[config.mk]
export PLATFORM = sky130hd
export DESIGN_NAME = mux_n_reg_rr
export DESIGN_NICKNAME = d
export VERILOG_FILES = /design/src/rtl/mux_n_reg_rr.sv
export SDC_FILE = /design/constraint.sdc
export NUM_CORES = 1
export LEC_CHECK = 0
export ABC_AREA = 1
export BUFFER_PORTS_ARGS = -buffer_cell sky130_fd_sc_hd__buf_2
export CAP_MARGIN = 10
export CORE_AREA = 2 2 115 73
export CTS_CLUSTER_DIAMETER = 60
export DETAILED_ROUTE_END_ITERATION = 16
export DIE_AREA = 0 0 117 75
export PLACE_DENSITY = 0.78
export SLEW_MARGIN = 10
export SYNTH_ARGS = -nofsm -noshare
export SYNTH_HDL_FRONTEND = slang
export SYNTH_SLANG_ARGS = --single-unit
[constraint.sdc]
create_clock -name clk -period 1.8 [get_ports clk]
set_input_delay 0.18 -clock clk [delete_from_list [all_inputs] [get_ports clk]]
set_output_delay 0.18 -clock clk [all_outputs]
set_load 0.005 [all_outputs]
[src/rtl/mux_n_reg_rr.sv]
// N-channel registered mux with valid/ready output, direct-select or round-robin source choice.
// One output register; a new word is loaded whenever the held word is absent or being consumed.
module mux_n_reg_rr #(
  parameter int WIDTH  = 32,
  parameter int NUM_IN = 4,
  parameter int SEL_W  = 2
) (
  input  logic                    clk,
  input  logic                    rst_n,
  input  logic [NUM_IN*WIDTH-1:0] in_data,
  input  logic [NUM_IN-1:0]       in_valid,
  output logic [NUM_IN-1:0]       in_ack,
  input  logic [SEL_W-1:0]        sel,
  input  logic                    mode,
  input  logic                    out_ready,
  output logic [WIDTH-1:0]        out_data,
  output logic                    out_valid,
  output logic [SEL_W-1:0]        out_chan,
  output logic                    sel_err
);

  localparam int NSEL = 2**SEL_W;
  localparam logic [SEL_W:0] NUM_IN_W = (SEL_W+1)'(NUM_IN);

  logic [WIDTH-1:0] r_data;
  logic             r_valid;
  logic [SEL_W-1:0] r_chan;
  logic [SEL_W-1:0] r_ptr;
  logic             r_sel_err;

  logic [NSEL-1:0]  w_vext;
  logic             w_load;
  logic             w_sel_oor;
  logic             w_rr_found;
  logic [SEL_W-1:0] w_rr_idx;
  logic             w_grant;
  logic [SEL_W-1:0] w_gidx;
  logic [WIDTH-1:0] w_gdata;
  logic [SEL_W:0]   w_ptr_sum;
  logic [SEL_W-1:0] w_ptr_nxt;

  // Pad in_valid to the full select range so upper codes read as not-valid.
  assign w_vext    = NSEL'(in_valid);
  assign w_load    = !r_valid || out_ready;
  assign w_sel_oor = {1'b0, sel} >= NUM_IN_W;

  always_comb begin : rr_search
    logic [SEL_W:0] c;
    w_rr_found = 1'b0;
    w_rr_idx   = '0;
    c          = '0;
    for (int i = 0; i < NUM_IN; i++) begin
      c = {1'b0, r_ptr} + (SEL_W+1)'(i);
      if (c >= NUM_IN_W) c = c - NUM_IN_W;
      if (!w_rr_found && w_vext[c[SEL_W-1:0]]) begin
        w_rr_found = 1'b1;
        w_rr_idx   = c[SEL_W-1:0];
      end
    end
  end

  assign w_grant = mode ? w_rr_found : (!w_sel_oor && w_vext[sel]);
  assign w_gidx  = mode ? w_rr_idx : sel;

  always_comb begin
    w_gdata = '0;
    for (int k = 0; k < NUM_IN; k++)
      if (w_gidx == SEL_W'(k)) w_gdata = in_data[k*WIDTH +: WIDTH];
  end

  // Pointer advances past the winner, wrapping at NUM_IN (not necessarily a power of two).
  always_comb begin
    w_ptr_sum = {1'b0, w_rr_idx} + 1'b1;
    w_ptr_nxt = (w_ptr_sum >= NUM_IN_W) ? '0 : w_ptr_sum[SEL_W-1:0];
  end

  always_comb begin
    in_ack = '0;
    for (int k = 0; k < NUM_IN; k++)
      in_ack[k] = rst_n && w_load && w_grant && (w_gidx == SEL_W'(k));
  end

  always_ff @(posedge clk) begin
    if (!rst_n) begin
      r_data    <= '0;
      r_valid   <= 1'b0;
      r_chan    <= '0;
      r_ptr     <= '0;
      r_sel_err <= 1'b0;
    end else begin
      r_sel_err <= !mode && w_sel_oor;
      if (w_load) begin
        if (w_grant) begin
          r_data  <= w_gdata;
          r_chan  <= w_gidx;
          r_valid <= 1'b1;
          if (mode) r_ptr <= w_ptr_nxt;
        end else begin
          r_valid <= 1'b0;
        end
      end
    end
  end

  assign out_data  = r_data;
  assign out_valid = r_valid;
  assign out_chan  = r_chan;
  assign sel_err   = r_sel_err;

endmodule

==> flow_metrics.tcl, run 1 <==
set metrics [dict create \
    cp_num_buf_inv 3 \
    hold_viol 0 \
    setup_viol 41 \
    avgSynthCellArea_um2 6.351 \
    max_freq_ghz 0.4589 \
    setup_tns_ps -12340 \
    viasPerCell 5.074 \
    start_kind "register" \
    hpwl_um 7668 \
    period_minus_slack_ps 2179 \
    cts_htree_levels 2 \
    vias 4064 \
    status "finished with violations" \
    io_buffers 176 \
    grt_pass1_vias 3727 \
    regArea_um2 748.2 \
    fill_cells 619 \
    power.switching_mw 2.322 \
    worstPathCellList "buf_6 -> nand2_2 -> nand2_2 -> nand2_2 -> nand2_4 -> nor2_4 -> nand2_2 -> buf_6 -> o31ai_4 -> nor2_4 -> nand2_4 -> nor3_4 -> buf_2" \
    rsz0062_at_grt "yes" \
    switching_share_pct 41.74 \
    floorplan.initialDensity_pct 39.28 \
    postLayoutSetupSlackWorst_ps -378.9 \
    rows 25 \
    dieArea_um2 8775 \
    drc_errors 0 \
    worstPathArrival_ps 2000 \
    internal_power_mw 3.242 \
    area_growth_syn_to_layout_pct 78.80 \
    place_congestion 0.8626 \
    drt_iter0_markers 196 \
    slowest_delay_ps 370 \
    grt_pass1_wl_um 18530 \
    antenna_cells 0 \
    ios 178 \
    synth.distinct_cells 28 \
    violations "setup timing" \
    die_w_um 117 \
    cts-root-buf "clkbuf_16" \
    p_clk_share_pct 15.3 \
    cts_tree "yes" \
    critical_path_class "reg -> out" \
    total_power_mw 5.564 \
    rrSetupSlack_ps -380 \
    clk_latency_ps 270 \
    fin_nets 831 \
    p_per_area_nw_per_um2 1034 \
    wirelength_um 12760 \
    fin_worst_skew_ps 3.335 \
    ys_ff_latch 37 \
    path_clk_slew_ps 50 \
    multiInputGateArea_um2 2409 \
    drive_above_1_share_pct 62.19 \
    crit_fanout 5 \
    critPathTopFamily "simple AND/OR/NAND/NOR gates" \
    cts_made_buffers 5 \
    worst_setup_path_end_kind "output pin" \
    pwr-share-comb_pct 64.8 \
    cts.sinks 37 \
    antenna_found_initial 0 \
    clockBufferDepth 2 \
    leakagePower_nw 2.760 \
    min-delay-path-class "in -> reg" \
    ys_warn_count 0 \
    synthesis.area_um2 3010 \
    core_um2 7664 \
    finalCritPeriodShare_pct 121.0 \
    slew_violations 0 \
    cp_slowest_cell "dfxtp_4" \
    peakVddDrop_mv 0.5475 \
    critPathRequiredTime_ps 1620 \
    cp_common_cell "nand2_2" \
    grt-ovfl-total 0 \
    power_frac_seq_pct 19.9 \
    ant_nets 0 \
    wl_per_cell_um 15.93 \
    grt_max_degree 23 \
    grt.total_usage_pct 27.75 \
    synth_nets 612 \
    dr.pass1.iters 4 \
    maxCapViolations 0 \
    synthCells 474 \
    die_height_um 75 \
    yosysSeqAreaShare_pct 24.61 \
]
-- registers in the layout, summed over array words and instances (netlist names), named ones only --
signal     count
r_ptr          1
out_chan       2
out_valid      1
out_data      32
-- worst reg2reg max path, cell delays in order (launching register included) --
cell	delay, ps
dfxtp_4	370
buf_6	140
nand2_2	50
nand2_2	60
nand2_2	90
nand2_4	60
nor2_4	140
nand4_1	170
nand2_2	140
nand2_4	70
nand2_8	100
buf_6	160
buf_12	120
buf_16	110
nand3_1	90
nand3_1	120
nor2_1	60
nor2_2	60
-- final timing paths --
check,startpoint,endpoint,cells past startpoint
worst max-delay path,register,in_ack[2],13
worst min-delay path,in_data[122],out_data[26],5
worst max register to register,register,out_data[1],17
worst min register to register,out_data[26],out_data[26],2
-- cell type report --
cell class,count,area share (%)
repair buffers,243,34.52
multi-input cells,384,44.75
inverters,22,1.674
flip-flops and latches,37,13.90
well taps,108,2.510
clock buffers,7,2.650
-- cells in the final DEF, fill, tap and decap left out, types with 2 or more instances in the layout --
master and n:
a21oi_1 5, a21oi_2 4, buf_12 15, buf_16 9
buf_2 176, buf_4 24, buf_6 15, buf_8 2
clkbuf_16 7, dfxtp_1 35, dfxtp_4 2, inv_1 18
inv_2 2, nand2_1 99, nand2_2 44, nand2_4 13
nand3_1 48, nand3_2 55, nand4_1 2, nor2_1 23
nor2_2 38, nor2_4 5, nor3_4 3, o21ai_0 17
o21ai_1 11, o21ai_2 9
-- cells in the mapped netlist (all sizes together) --
master,n,area (µm²)
o21ai,37,185.2
nand2,157,624.3
nor2,65,345.3
buf,22,202.7
a21oi,9,45.04
nor3,4,20.02
nand4,2,12.51
inv,22,82.57
nand3,103,670.7
clkbuf,11,41.29
o21a,1,7.510
o31ai,1,12.51
conb,1,3.750
xor2,1,8.760
dfxtp,37,740.7
a211oi,1,7.510
-- layer usage --
layer | vias to the layer above | track usage (%) | wire, µm
met1 | 1875 | 36.80 | 5726
met2 | 190 | 48.17 | 6016
met5 | - | 0 | 0
met4 | 0 | 5.098 | 165
li1 | 1985 | - | -
met3 | 14 | 5.233 | 848
-- cell families (layout without fill, tap and decap cells) --
logic type                Yosys count  count (layout)  share of synthesized area, %
buffers and inverters              55             272                         10.85
other                               1               1                        0.1246
DFF                                37              37                         24.61
AOI/OAI and AO/OA                  49              49                         8.562
xor gates and xnor gates            1               1                        0.2910
and+or+nand+nor                   331             333                         55.57
-- power by group through the flow --
stage	registers (mW)	logic (mW)	clock network, mW
6_report	1.11	3.61	0.854
5_1_grt	1.13	3.86	0.907
4_1_cts	1.10	3.33	0.876
3_5_place_dp	1.09	2.33	0
3_3_place_gp	1.09	2.28	0
2_1_floorplan	1.10	1.59	0
-- stage by stage --
step | cells | hold slack (ps) | area, µm² | worst slack (ps) | util (%)
finish | 801 | 208.1 | 5383 | -378.9 | 70.24
CTS | 794 | 205.0 | 5176 | -352.6 | 67.54
global route | 801 | 222.8 | 5383 | -495.0 | 70.24
floorplan | 474 | 380.4 | 3094 | -132.6 | -
detailed placement | 755 | 485.5 | 4165 | -311.3 | 54.35
global placement | 755 | 484.8 | 4165 | -306.2 | 54.35
-- repair_timing --
action | in CTS | in global routing
pin swaps | 40 | 15
cloned | 11 | 2
gates resized for setup | 140 | 30
hold buffers | 0 | 0
buffers inserted | 22 | 5
hold endpoints to repair | 0 | 0
endpoints found under the setup margin | 40 | 41
Note: power is estimated with default switching activity, not from simulation.
==> inputs of run 2 (changes only) <==
Settings changed: CORE_AREA 2 2 115 73 to 2 2 114 72, CTS_BUF_LIST set to sky130_fd_sc_hd__clkbuf_4, DIE_AREA 0 0 117 75 to 0 0 116 74, PLACE_DENSITY 0.78 to 0.8, REMOVE_ABC_BUFFERS set to 1, SLEW_MARGIN 10 to 20.
==> flow_metrics.tcl, run 2 (synthesis results as in run 1) <==
set metrics [dict create \
    status "finished with violations" \
    violations "setup timing" \
    leakagePower_nw 2.519 \
    rows 25 \
    io_buffers 176 \
    wl_per_cell_um 14.69 \
    drc_errors 0 \
    cts_htree_levels 2 \
    grt-ovfl-total 0 \
    die_height_um 74 \
    setup_viol 41 \
    vias 4042 \
    grt_max_degree 26 \
    dieArea_um2 8584 \
    cts.sinks 37 \
    min-delay-path-class "in -> reg" \
    wirelength_um 11810 \
    hpwl_um 7695 \
    core_um2 7570 \
    largest_reg_flops 32 \
    worstPathArrival_ps 2170 \
    drive_above_1_share_pct 52.59 \
    grt.total_usage_pct 25.28 \
    rsz0062_at_grt "yes" \
    fin_util_pct 63.59 \
    crit_fanout 7 \
    fin_area_um2 4813 \
    ios 178 \
    clockBufferDepth 2 \
    clk_latency_ps 340 \
    critical_path_class "reg -> out" \
    critPathRequiredTime_ps 1620 \
    antenna_cells 0 \
    max_freq_ghz 0.4258 \
    mostFrequentLayoutCells "buf_2 (176), nand2_1 (130), nand3_1 (70), buf_4 (42), dfxtp_1 (35)" \
    fill_cells 684 \
    slew_violations 0 \
    period_minus_slack_ps 2349 \
    ctsHoldBuffers 0 \
    layout_commonest_cell "buf_2" \
    cts_made_buffers 5 \
    dr.pass1.iters 4 \
    drt_iter0_markers 210 \
    ant_nets 0 \
    maxCapViolations 0 \
    place_congestion 0.8528 \
    fin_nets 833 \
    die_w_um 116 \
    grt_pass1_wl_um 17130 \
    postLayoutSetupSlackWorst_ps -548.6 \
    grt_pass1_vias 3683 \
    antenna_found_initial 0 \
    cts-root-buf "clkbuf_4" \
    cts_tree "yes" \
    place_area_um2 4123 \
    fin_worst_skew_ps 7.693 \
    area_growth_syn_to_layout_pct 59.89 \
    p_per_area_nw_per_um2 965.2 \
    hold_viol 0 \
    peakVddDrop_mv 0.4218 \
    viasPerCell 5.027 \
    worst_setup_path_end_kind "output pin" \
    path_clk_slew_ps 120 \
    floorplan.initialDensity_pct 39.77 \
    finalCritPeriodShare_pct 130.5 \
    fin_hold_ws_ps 129.9 \
    start_kind "register" \
]
run 2: cell types whose count changed in the layout (fill, tap and decap cells not counted), sizes merged:
cell	before	now
inv	22	23
clkinv	0	2
nor2	67	66
buf	241	243
clkbuf	9	8
run 2: worst max-delay path, stage by stage (launching register included):
cell     delay, ps
dfxtp_4        450
inv_6           60
nand2_2         80
nand2_4         80
nand2_4         90
nand2_4         60
nor2_4         130
nand4_1        200
nand3_4        180
nand2_8         70
buf_6          130
nor3_4         150
buf_2          130
run 2: worst paths after layout:
kind                 from           end  slack (ps)  cells past startpoint
min reg2reg   out_chan[0]   out_chan[0]         520                      2
max              register     in_ack[3]        -550                     12
min          in_data[109]  out_data[13]         130                      4
max reg2reg      register  out_data[12]        -490                     17
run 2: cell type report:
class / count / area (µm²) / area share [%]
timing repair buffer: 245 / 1619 / 33.64
multi-input combinational: 383 / 2162 / 44.92
clock inverter: 2 / 10.01 / 0.2080
tap: 108 / 135.1 / 2.807
timing repair inverter: 1 / 6.256 / 0.1300
inverter: 22 / 87.58 / 1.820
clock buffer: 6 / 45.04 / 0.9358
sequential: 37 / 748.2 / 15.54
run 2: power by group:
group / leakage (nW) / total (mW) / internal, mW / switching, mW
logic: 2.17 / 3.09 / 1.42 / 1.67
clock network: 0.0354 / 0.457 / 0.164 / 0.293
registers: 0.309 / 1.10 / 0.996 / 0.101
run 2: per-layer routing:
metal | global-route usage, % | up-vias | part of all wire (%)
li1 | - | 1981 | -
met1 | 31.30 | 1851 | 43
met2 | 45.74 | 190 | 47
met3 | 4.645 | 20 | 7.4
met4 | 7.011 | 0 | 1.9
met5 | 0 | - | 0
run 2: repair_timing:
action / CTS / global route
gates resized for setup: 50 / 33
buffers inserted: 33 / 6
gates cloned: 3 / 1
pin swaps: 22 / 17
endpoints found under the setup margin: 41 / 41
run 2: stage by stage:
stage / TNS [ps] / cells / setup WS [ps] / power [mW]
after global routing: -22520 / 804 / -662.2 / 4.978
after global placement: -10750 / 758 / -330.1 / 3.364
after CTS: -15030 / 799 / -495.6 / 4.406
after detailed placement: -15250 / 758 / -428.6 / 3.404
final: -18080 / 804 / -548.6 / 4.646
after floorplan: -35820 / 441 / -1131 / 2.391
